`src/rtl/drc_axis_pxl_unpacker.sv`:
```
// AXI-Stream to pixel-stream downsizer. Each accepted beat is buffered and
// emitted one O_PXL_W pixel per cycle, least-significant pixel first.
module drc_axis_pxl_unpacker #(
   parameter int O_PXL_W       = 16,
   parameter int AXIS_DATA_W   = 256,
   parameter int AXIS_BYTE_AMT = AXIS_DATA_W / 8
) (
   input  logic                     aclk,
   input  logic                     aresetn,
   input  logic                     tid,
   input  logic                     tdest,
   input  logic [AXIS_DATA_W-1:0]   tdata,
   input  logic [AXIS_BYTE_AMT-1:0] tkeep,
   input  logic [AXIS_BYTE_AMT-1:0] tstrb,
   input  logic                     tlast,
   input  logic                     tvalid,
   output logic                     tready,
   output logic [O_PXL_W-1:0]       o_pxl_dat,
   output logic                     o_pxl_last,
   output logic                     o_pxl_vld,
   input  logic                     o_pxl_rdy
);

   localparam int PXL_PER_BEAT  = AXIS_DATA_W / O_PXL_W;
   localparam int BYTES_PER_PXL = O_PXL_W / 8;
   localparam int CNT_W         = $clog2(PXL_PER_BEAT) + 1;

   typedef enum logic {EMPTY, DRAIN} state_t;

   state_t                 state;
   state_t                 state_nxt;
   logic [AXIS_DATA_W-1:0] buf_dat;
   logic [CNT_W-1:0]       buf_cnt;
   logic [CNT_W-1:0]       idx;
   logic [CNT_W-1:0]       keep_cnt;
   logic [CNT_W-1:0]       load_cnt;
   logic                   buf_last;
   logic                   buf_vld;
   logic                   last_pxl;
   logic                   pxl_hs;
   logic                   beat_hs;
   logic                   unused_inputs;

   assign unused_inputs = ^{tid, tdest, tstrb, tkeep};

   assign buf_vld  = (state == DRAIN);
   assign last_pxl = (idx == buf_cnt - CNT_W'(1));
   assign pxl_hs   = buf_vld & o_pxl_rdy;
   assign tready   = aresetn & (~buf_vld | (pxl_hs & last_pxl));
   assign beat_hs  = tvalid & tready;

   // A tlast beat keeps one pixel per set lead keep bit; an all-zero keep
   // still yields one pixel so the frame end always reaches the display pipe.
   always_comb begin
      keep_cnt = '0;
      for (int k = 0; k < PXL_PER_BEAT; k++) begin
         if (tkeep[k*BYTES_PER_PXL]) begin
            keep_cnt = keep_cnt + CNT_W'(1);
         end
      end
      load_cnt = CNT_W'(PXL_PER_BEAT);
      if (tlast) begin
         load_cnt = (keep_cnt == '0) ? CNT_W'(1) : keep_cnt;
      end
   end

   always_comb begin
      state_nxt = state;
      case (state)
         EMPTY: begin
            if (beat_hs) begin
               state_nxt = DRAIN;
            end
         end
         DRAIN: begin
            if (pxl_hs && last_pxl && !beat_hs) begin
               state_nxt = EMPTY;
            end
         end
         default: state_nxt = EMPTY;
      endcase
   end

   always_ff @(posedge aclk or negedge aresetn) begin
      if (!aresetn) begin
         state <= EMPTY;
      end else begin
         state <= state_nxt;
      end
   end

   // idx parks on the final pixel after draining so the output mux never
   // selects past the end of the buffer.
   always_ff @(posedge aclk or negedge aresetn) begin
      if (!aresetn) begin
         buf_dat  <= '0;
         buf_cnt  <= '0;
         buf_last <= 1'b0;
         idx      <= '0;
      end else if (beat_hs) begin
         buf_dat  <= tdata;
         buf_cnt  <= load_cnt;
         buf_last <= tlast;
         idx      <= '0;
      end else if (pxl_hs && !last_pxl) begin
         idx      <= idx + CNT_W'(1);
      end
   end

   always_comb begin
      o_pxl_dat = '0;
      for (int k = 0; k < PXL_PER_BEAT; k++) begin
         if (idx == CNT_W'(k)) begin
            o_pxl_dat = buf_dat[k*O_PXL_W +: O_PXL_W];
         end
      end
   end

   assign o_pxl_vld  = buf_vld;
   assign o_pxl_last = buf_vld & buf_last & last_pxl;

endmodule
```
`config.mk`:
```
export PLATFORM = sky130hd
export DESIGN_NAME = drc_axis_pxl_unpacker
export DESIGN_NICKNAME = d
export VERILOG_FILES = /design/src/rtl/drc_axis_pxl_unpacker.sv
export SDC_FILE = /design/constraint.sdc
export NUM_CORES = 1
export LEC_CHECK = 0
export CAP_MARGIN = 20
export CORE_ASPECT_RATIO = 1.75
export CORE_MARGIN = 4
export CORE_UTILIZATION = 61
export CTS_CLUSTER_SIZE = 24
export DETAILED_ROUTE_END_ITERATION = 16
export DONT_BUFFER_PORTS = 1
export GPL_ROUTABILITY_DRIVEN = 0
export GPL_TIMING_DRIVEN = 1
export PLACE_DENSITY = 0.85
export SETUP_SLACK_MARGIN = 0.05
export SLEW_MARGIN = 40
export SYNTH_ARGS = -nofsm -noshare
export SYNTH_HDL_FRONTEND = slang
export SYNTH_SLANG_ARGS = --single-unit
```
`constraint.sdc`:
```
create_clock -name aclk -period 5 [get_ports aclk]
set_input_delay 1.5 -clock aclk [delete_from_list [all_inputs] [get_ports aclk]]
set_output_delay 1.5 -clock aclk [all_outputs]
set_load 0.02 [all_outputs]
```
# Word-level counts from Yosys, hierarchy flattened
# Index checks and enable logic that the tools add are counted.
classes:
  div: 0
  n_eq_ne: 16
  n_mux: 39
  addsub: 17
  mul: 0
  magnitude_cmp: 0
  reduce_logical: 8
  shift: 0
  bitwise: 8
op_table:
  columns: ["op", "n"]
  rows:
  - ["two-way mux 16 bit", 16]
  - ["two-way mux 5 bit", 18]
  - ["adder 5 x 1 -> 5 bit, second input constant", 15]
  - ["== test 5 x 4 -> 1 bit, second input constant", 8]
  - ["== test 5 x 3 -> 1 bit, second input constant", 4]
  - ["== test 5 x 2 -> 1 bit, second input constant", 2]
  - ["zero test 5 bit", 2]
  - ["bitwise AND 1 bit", 6]
  - ["== test 5 x 1 -> 1 bit, second input constant", 1]
  - ["== test 5 bit", 1]
  - ["subtractor 5 x 1 -> 5 bit, second input constant", 1]
  - ["logical AND 1 bit", 3]
  - ["two-way mux 1 bit", 3]
  - ["adder 1 x 1 -> 2 bit, second input constant", 1]
  - ["zero test 1 bit", 2]
  - ["two-way mux 2 bit", 1]
  - ["one-hot mux 1 bit (2 select lines)", 1]
  - ["nonzero test 2 bit", 1]
  - ["inverter 1 bit", 1]
  - ["OR 1 bit", 1]
totals:
  n_memories: 0
  out_inout_bits: 19
  romBits: 0
  latch_bits: 0
  in_bits: 327
  register_bits: 268
  wordCells: 93
  ram_bits: 0

# Depth between registers and ports, before layout
# Gate-level depths: netlist of run 1.
logic_depth:
  depth_word: 34
  ltp_mapped: 42
  ltp_nobuf: 42

# Worst setup path before layout of run 1
# No wires, ideal clock.
synth_timing:
  path_kind: "in2reg"
  start: "in tkeep[0]"
  end: "reg buf_cnt[0]"
  t_arrival_ps: 8636
  setup_ps: 138
  path_slack_ps: -3774
  required_ps: 4862
  path_buffers: 1
  cell_stages: 42
  cell_sequence: "inv_1 > ha_1 > buf_4 > xnor2_4 > inv_1 > ha_1 > nand3b_1 > mux2i_1 > a221o_1 > inv_1 > ha_1 > nand2b_1 > a21boi_0 > or4_1 > nand3_1 > and2_1 > ha_1 > nand2_1 > (+6 left out) > xnor2_1 > mux2_2 > ha_1 > a211oi_1 > o21ai_0 > o311ai_2 > inv_1 > ha_1 > xor2_1 > nand3_1 > o311ai_1 > ha_1 > nand2_1 > nor2_1 > o21ai_1 > mux2_4 > o41ai_1 > a311oi_1"
synth_via:
  elab_chain_len: 34
synth_rtl:
  columns: ["item", "line", "text"]
  rows:
  - ["from (decl)", "13", "input logic [AXIS_BYTE_AMT-1:0] tkeep,"]
  - ["two-way mux 1 bit (*)", "57", "if (tkeep[k*BYTES_PER_PXL]) begin"]
  - ["adder 1 x 1 -> 2 bit", "58", "keep_cnt = keep_cnt + CNT_W'(1);"]
  - ["two-way mux 2 bit (*)", "57", null]
  - ["adder 5 x 1 -> 5 bit", "58", null]
  - ["two-way mux 5 bit (*)", "57", null]
  - ["adder 5 x 1 -> 5 bit", "58", null]
  - ["two-way mux 5 bit (*)", "57", null]
  - ["adder 5 x 1 -> 5 bit", "58", null]
  - ["(+18 left out)", null, null]
  - ["two-way mux 5 bit (*)", "57", null]
  - ["adder 5 x 1 -> 5 bit", "58", null]
  - ["two-way mux 5 bit (*)", "57", null]
  - ["adder 5 x 1 -> 5 bit", "58", null]
  - ["two-way mux 5 bit (*)", "57", null]
  - ["zero test 5 bit", "63", "load_cnt = (keep_cnt == '0) ? CNT_W'(1) : keep_cnt;"]
  - ["two-way mux 5 bit (*)", "63", null]
  - ["two-way mux 5 bit (*)", "62", "if (tlast) begin"]
  - ["to (signal assigned)", "102", "buf_cnt <= load_cnt;"]
  - ["to (decl)", "33", "logic [CNT_W-1:0] buf_cnt;"]
# Mark *: on every way between the ends. The rest lies on a longest branch, timed or not.
# A chain may end at the register's enable or synchronous reset.

# Final worst setup path of run 1
# Same ends and word-level chain as after synthesis.

==> impl_metrics.ini, run 1 <==
[drt]
wl_per_cell_um = 20.1
routed_via_density = 6.06
first_pass_iters = 7
drc_errors = 0
wirelength_mm = 44.8
first_iter_violations = 1403
vias = 13483
ant_nets = 0

[cells_and_area]
drive_gt1_share_pct = 22.6
multi_input_area_um2 = 8170
finalInstanceArea_um2 = 17800
final_nets = 2251
seqCellArea_um2 = 6710
area_growth_pct = 24.5
fillers = 1488
utilization_pct = 76.7

[timing]
whs_ns = 0.475
finalCritPeriodShare_pct = 160
finalHoldViolCount = 0
grt_setup_unrepaired = yes
final_max_slew_viol_count = 0
maxSlewHeadroom_pct = 38.2
min_period_ns = 7.98
finClkSkew_ns = 0.0206
fmax_mhz = 125
fin_tns_setup_ns = -20.31
worst_pin_slew_ns = 0.927
setup_viol = 21
worst_slack_ns = -2.98

[pwr]
ir_drop_mv = 0.495
p_per_area_nw_per_um2 = 700
p_leak_nw = 8.71

[synthesis]
yosysUniqueCellTypes = 78
synth_top_area_share_pct = 46.8
avgSynthCellArea_um2 = 7.95
yosysTopAreaCell = dfrtp_1
yosys-top-cells-count = 840 x nand2_1, 268 x dfrtp_1, 93 x clkbuf_1, 93 x nor2_1, 76 x a21oi_1
ys.warnings.count = 0
synthFlopType = dfrtp_1
synth_area_um2 = 14300
synth.most_common_cell = nand2_1
synthTopCellsByArea = dfrtp_1 47%, nand2_1 22%, a21oi_1 2.7%
async_flop_share_pct = 100
synth.ff_latch_count = 268
syn_nets = 2150
synth_cells = 1801
synth_edf_count = 0
ys_seq_area_share_pct = 46.8

[outcome]
failed_checks = negative setup slack
outcome = finished with violations

[setup_path]
worstPathArrival_ns = 8.38
slowest_delay_ns = 0.44
cp_slowest_cell = or4_4
r2r_setup_slack_ns = 1.77
crit_type = input port to register
r2r_cells = 13
crit_path_end_kind = register
start_kind = input port
path_common_cell = ha_4
crit_path_max_fanout = 3
cp.required_ns = 5.40

[placed_design]
pre_cts_ws_ns = -3.61
place_hpwl_mm = 29.4
io_buffers = 0
place_area_um2 = 15700

[clock_network]
clock_sinks = 268
worstSkewPairLatency_ns = 0.55
htreeDepth = 1
cts-buffers-inserted = 25
tritoncts = yes
clk_pin_slew_ns = 0.06
root_buffer = clkbuf_16
clockBufferDepth = 3

[global_routing]
grtUsageTotal_pct = 32.2
antenna_found_initial = 2
grt_pass1_vias = 13461
grt_max_degree = 271
grt_first_pass_wirelength_mm = 66.1
grt_overflow = 0

[min_path]
hold_path_class = register to register
holdPathStages = 2

[floorplanning]
ios = 346
die_w_um = 124
rows = 74
die_y_um = 211
die-area_um2 = 26100
start_util_pct = 61.6
core_area_um2 = 23200

[job]
max_cap_viol_count = 0
-- routing by layer --
metal | up-vias | global-route usage, % | wire length [µm]
met1 | 6454 | 36.8 | 15100
met5 | - | 0 | 0
li1 | 6122 | - | -
met3 | 195 | 4.53 | 3290
met2 | 712 | 54.9 | 22900
met4 | 0 | 21.6 | 3500
-- repair_timing --
action                                  in CTS  in global routing
cloned                                       1                  0
hold buffers                                 0                  0
setup buffers                               30                 14
pin swaps                                  104                104
endpoints found under the setup margin      21                 21
resized for setup                          137                103
-- state kept, by name (all words and copies together), names as in the netlist --
signal	count
buf_dat	256
buf_cnt	5
idx	5
buf_last	1
o_pxl_vld	1
-- cells in the final DEF (no fill, tap or decap), types with 6 or more instances in the layout --
cell type  Yosys  final
nor3_1        12     10
xnor2_1       28     24
nand3_1       13     12
nand2b_1       9      6
o211ai_1      22     22
dfrtp_1      268    267
o21ai_1        1     32
a222oi_1      12     12
ha_1          22      8
xor2_1        27     25
a22oi_1       25     10
a211oi_2       1     13
clkbuf_8       0      6
nor2_2         0     11
nor2_1        93     80
a22oi_2        0     15
buf_4          1    161
a221oi_2       0     11
o21ai_0       49      8
a311oi_2       1     14
clkbuf_16      0     25
ha_4           0     12
a21oi_4        0      6
buf_12         0     10
and3_1         7      6
a21oi_1       76     31
inv_1         21     14
nand2_1      840    835
inv_2          1      6
o21ai_2        1     10
buf_6          1     18
a21oi_2        0     39
-- path summary, 6_finish.rpt --
check                       startpoint      endpoint
max reg2reg                 buf_cnt[0]   buf_dat[77]
min in group asynchronous      aresetn  buf_dat[199]
max                           tkeep[0]    buf_cnt[0]
min                        buf_dat[11]   buf_dat[11]
max in group asynchronous      aresetn        idx[0]
min reg2reg                buf_dat[11]   buf_dat[11]
-- critical path, delay by kind of cell --
family / cells / cell delay [ns]
AND/OR/NAND/NOR: 10 / 1.41
adder cells (fa/ha/maj): 8 / 1.94
multiplexers: 5 / 1.12
AO/OA/AOI/OAI: 11 / 1.66
buffers and inverters: 3 / 0.31
XOR/XNOR: 3 / 0.44
-- area by class of cell --
type / count / area share (%)
tap: 304 / 2.13
clock inverter: 7 / 0.582
inverter: 22 / 0.604
antenna: 2 / 0.0281
timing repair buffer: 190 / 9.12
multi-input combinational: 1395 / 45.8
sequential: 268 / 37.6
clock buffer: 36 / 4.08
-- report_power, final --
part | internal [mW] | leakage, nW | switching, mW
Clock | 1.12 | 0.411 | 0.839
Sequential | 3.29 | 3.34 | 0.766
Combinational | 3.03 | 4.96 | 3.43
-- cells by family after synthesis --
group           after synthesis  synth area share (%)
xor+xnor                     67                  5.26
mux                          12                 0.882
flops                       268                  46.8
compound gates              275                  13.0
fa+ha+maj                    22                  1.92
buf+inv                     138                  3.75
simple gates               1019                  28.4
-- through the flow --
stage | cells | total power, mW
detailed placement | 2138 | 9.18
floorplan | 1801 | 7.14
CTS | 2212 | 11.8
global route | 2224 | 13.3
finish | 2224 | 12.5
global placement | 2138 | 8.91
No activity file was read; power rests on OpenSTA's default activity.
==> run 2, diff against run 1 <==
Settings changed: ABC_CLOCK_PERIOD_IN_PS from default to 5000, SLEW_MARGIN 40 to 25.
==> impl_metrics.ini, run 2 (synthesis gave the netlist of run 1 again) <==
[timing]
worst_pin_slew_ns = 1.02
grt_setup_unrepaired = yes
finalCritPeriodShare_pct = 157
maxSlewHeadroom_pct = 31.7
finClkSkew_ns = 0.0257
min_period_ns = 7.83
final_max_slew_viol_count = 0
fmax_mhz = 128
setup_viol = 21
worst_slack_ns = -2.83
finalHoldViolCount = 0

[placed_design]
pre_cts_ws_ns = -3.62
place_hpwl_mm = 29.4
io_buffers = 0

[floorplanning]
core_area_um2 = 23200
ios = 346
die_y_um = 211
die-area_um2 = 26100
start_util_pct = 61.6
rows = 74
die_w_um = 124

[global_routing]
antenna_found_initial = 3
grt_use_met1_pct = 36.3
grt_use_met3_pct = 3.97
grt_pass1_vias = 13301
use_met2_pct = 55.2
grtUsageTotal_pct = 31.9
grt_first_pass_wirelength_mm = 65.4
busiest_layer = met2
grt_overflow = 0
grt_max_degree = 271

[clock_network]
root_buffer = clkbuf_16
clockBufferDepth = 3
tritoncts = yes
worstSkewPairLatency_ns = 0.55
cts-buffers-inserted = 25
clock_sinks = 268
clk_pin_slew_ns = 0.06
postCtsHoldBufs = 0
htreeDepth = 1

[pwr]
p_per_area_nw_per_um2 = 702
p_leak_nw = 8.62
p_total_mw = 12.3
ir_drop_mv = 0.426

[drt]
routed_via_density = 6.00
wl_per_cell_um = 19.4
ant_nets = 0
drc_errors = 0
first_pass_iters = 8
first_iter_violations = 1199
vias = 13306
wirelength_mm = 43.1

[cells_and_area]
final_nets = 2243
largest_register_ffs = 256
drive_gt1_share_pct = 20.7
largest-register = buf_dat
layout_common_cells = 835 x nand2_1, 267 x dfrtp_1, 161 x buf_4
area_growth_pct = 22.5
reg.largest.list = buf_dat x256, buf_cnt x5, idx x5
final_common_cell = nand2_1

[setup_path]
slowest_delay_ns = 0.40
start_kind = input port
r2r_setup_slack_ns = 1.77
cp.required_ns = 5.43
r2r_cells = 13
crit_path_end_kind = register
crit_path_max_fanout = 3
crit_path_end = buf_cnt[0]
r2r_end = buf_dat[77]
crit_type = input port to register
worstPathArrival_ns = 8.26
path_common_cell = ha_1
cp_slowest_cell = or3b_1
reg2reg_from = buf_cnt[0]
startpoint = tkeep[0]

[min_path]
hold_path_class = register to register
holdPathStages = 2

[job]
max_cap_viol_count = 0

[outcome]
failed_checks = negative setup slack
outcome = finished with violations
[run 2: changes by cell type in the layout (fill, tap and decap cells not counted), sizes merged]
cell | before | now
buf | 190 | 182
clkbuf | 36 | 37
diode | 2 | 3
[run 2: final cells by class]
| type | instances | area (µm²) |
|---|---|---|
| clock buffer | 37 | 721 |
| tap | 304 | 380 |
| antenna | 3 | 7.51 |
| fill | 1518 | 5690 |
| timing repair buffer | 182 | 1550 |
| inverter | 22 | 103 |
| clock inverter | 7 | 104 |
| multi-input combinational | 1395 | 7980 |
| sequential | 268 | 6710 |
[run 2: critical path: cells and delay by family]
family / cells / cell delay [ns]
buffers and inverters: 1 / 0.19
multiplexers: 4 / 0.61
AO/OA/AOI/OAI: 11 / 1.74
AND/OR/NAND/NOR: 8 / 1.28
XOR/XNOR: 7 / 1.22
adder cells (fa/ha/maj): 6 / 1.69
[run 2: worst min-delay path by stage]
stage                 start            to
2_1_floorplan  buf_dat[218]  buf_dat[218]
3_3_place_gp    buf_dat[60]   buf_dat[60]
3_5_place_dp    buf_dat[58]   buf_dat[58]
4_1_cts         buf_dat[43]   buf_dat[43]
5_1_grt        buf_dat[190]  buf_dat[190]
6_report       buf_dat[221]  buf_dat[221]
[run 2: metal layers]
metal	wire length [µm]	vias up
met1	14900	6353
met4	3200	0
met2	22000	677
met3	2990	170
li1	-	6106
met5	0	-
[run 2: timing repair]
item | 4_1_cts | 5_1_grt
resized for setup | 143 | 50
pin swaps | 99 | 57
endpoints found under the setup margin | 21 | 21
cloned | 1 | 0
buffers inserted | 27 | 10
[run 2: report_power, final]
part	switching (mW)	internal (mW)	leakage [nW]
registers	0.743	3.29	3.34
clock network	0.841	1.11	0.406
logic	3.35	2.99	4.88
total	4.94	7.39	8.62
[run 2: stage by stage]
step / cells / util [%] / setup TNS [ns] / hold WS, ns / area, µm²
floorplan: 1801 / - / -14.35 / 0.440 / 14500
global placement: 2138 / 67.4 / -15.30 / 0.453 / 15700
detailed placement: 2138 / 67.4 / -17.55 / 0.458 / 15700
CTS: 2208 / 74.3 / -19.18 / 0.477 / 17300
global route: 2218 / 75.5 / -23.70 / 0.493 / 17500
finish: 2218 / 75.5 / -19.57 / 0.474 / 17500
==> run 3, diff against run 2 <==
Settings changed: CORE_UTILIZATION 61 to 50, CTS_CLUSTER_SIZE 24 to 8, GPL_TIMING_DRIVEN 1 to default, PLACE_DENSITY 0.85 to 0.73.
==> impl_metrics.ini, run 3 (synthesis gave the netlist of run 1 again) <==
[cells_and_area]
largest-register = buf_dat
drive_gt1_share_pct = 24.9
final_common_cell = nand2_1
layout_common_cells = 834 x nand2_1, 268 x dfrtp_1, 202 x buf_4
utilization_pct = 66.0
area_growth_pct = 29.3
finalInstanceArea_um2 = 18500
final_nets = 2312
largest_register_ffs = 256
reg.largest.list = buf_dat x256, buf_cnt x5, idx x5

[drt]
vias = 13335
wl_per_cell_um = 19.0
wirelength_mm = 44.6
drc_errors = 0
ant_nets = 0
routed_via_density = 5.69
first_pass_iters = 6
first_iter_violations = 819

[timing]
finalCritPeriodShare_pct = 156
fmax_mhz = 128
finClkSkew_ns = 0.0205
setup_viol = 21
final_max_slew_viol_count = 0
finalHoldViolCount = 0
min_period_ns = 7.81
grt_setup_unrepaired = yes
worst_pin_slew_ns = 1.11
maxSlewHeadroom_pct = 25.7
worst_slack_ns = -2.81

[pwr]
share_seq_of_total_power_pct = 30.6
switchingPower_mw = 5.17
swShare_pct = 39.1
p_total_mw = 13.2
p_clk_share_pct = 18.0
power.internal_mw = 8.07
p_leak_nw = 9.05
p_per_area_nw_per_um2 = 715
combPwrFrac_pct = 51.5
ir_drop_mv = 0.398

[floorplanning]
ios = 346
die-area_um2 = 31500
die_w_um = 136
core_area_um2 = 28100
start_util_pct = 51.0
die_y_um = 232
rows = 81

[global_routing]
grt_overflow = 0
grt_first_pass_wirelength_mm = 69.7
grtUsageTotal_pct = 27.9
antenna_found_initial = 5
grt_pass1_vias = 13819
grt_max_degree = 271

[setup_path]
cp.required_ns = 5.41
worstPathArrival_ns = 8.22
cp_slowest_cell = a2111o_1
path_common_cell = ha_1
crit_path_max_fanout = 3
crit_type = input port to register
crit_path_end_kind = register
slowest_delay_ns = 0.46
start_kind = input port

[clock_network]
tritoncts = yes
cts-buffers-inserted = 39
worstSkewPairLatency_ns = 0.54
htreeDepth = 2
root_buffer = clkbuf_16
clock_sinks = 268
clockBufferDepth = 3
postCtsHoldBufs = 0
clk_pin_slew_ns = 0.06

[min_path]
hold_path_class = register to register

[placed_design]
place_hpwl_mm = 30.9
place_area_um2 = 15900
io_buffers = 0

[outcome]
failed_checks = negative setup slack
outcome = finished with violations

[job]
max_cap_viol_count = 0
[run 3: cell types whose count changed in the layout (fill, tap and decap cells not counted), sizes merged]
cell,previous run,this run
clkbuf,37,39
buf,182,237
clkinv,4,2
bufinv,2,1
diode,3,5
[run 3: critical path: cells and delay by family]
family          cells  cell delay (ns)
mux                 6             1.15
xor+xnor            4             0.73
compound gates     10             1.69
simple gates        8             1.20
buf+inv             2             0.10
fa+ha+maj           7             1.82
[run 3: worst paths after layout]
kind / from / endpoint / slack (ns) / cells after the start
worst min register to register: buf_dat[217] / buf_dat[217] / 0.47 / 2
max in group asynchronous: aresetn / buf_cnt[2] / 3.91 / 0
worst max register to register: buf_cnt[0] / buf_dat[212] / 1.62 / 13
worst max-delay path: tkeep[0] / buf_cnt[0] / -2.81 / 37
worst min-delay path: buf_dat[217] / buf_dat[217] / 0.47 / 2
min in group asynchronous: aresetn / buf_dat[156] / 0.68 / 0
[run 3: stage by stage]
stage	std cells	TNS [ns]	setup WS [ns]	hold slack (ns)
CTS	2327	-20.68	-2.60	0.474
global placement	2225	-16.91	-3.21	0.453
finish	2343	-21.05	-2.81	0.471
floorplan	1801	-14.35	-3.17	0.440
detailed placement	2225	-18.40	-3.51	0.457
global route	2343	-26.12	-3.12	0.484
[run 3: power groups by stage]
stage	Clock (mW)	Combinational, mW	Sequential, mW
final	2.38	6.82	4.05
after detailed placement	0	5.35	3.95
after CTS	2.42	6.42	4.01
after global routing	2.50	7.44	4.17
after floorplan	0	3.38	3.77
after global placement	0	5.17	3.90
[run 3: per-layer routing]
| layer | GRT usage (%) | part of all wire (%) |
|---|---|---|
| met1 | 31.2 | 35 |
| met2 | 48.7 | 52 |
| met3 | 4.47 | 6.0 |
| met4 | 17.7 | 6.6 |
| met5 | 0 | 0 |
[run 3: layout make-up]
type / count / area (µm²)
Multi-Input combinational cell: 1395 / 8180
Antenna cell: 5 / 12.5
Clock buffer: 39 / 976
Clock inverter: 4 / 85.1
Sequential cell: 268 / 6710
Inverter: 22 / 110
Fill cell: 2266 / 9550
Tap cell: 373 / 467
Timing Repair Buffer: 237 / 1980
[run 3: what timing repair did]
| item | CTS | global route |
|---|---|---|
| gates resized for setup | 179 | 79 |
| setup endpoints to repair | 21 | 21 |
| setup buffers | 59 | 26 |
| pin swaps | 140 | 118 |
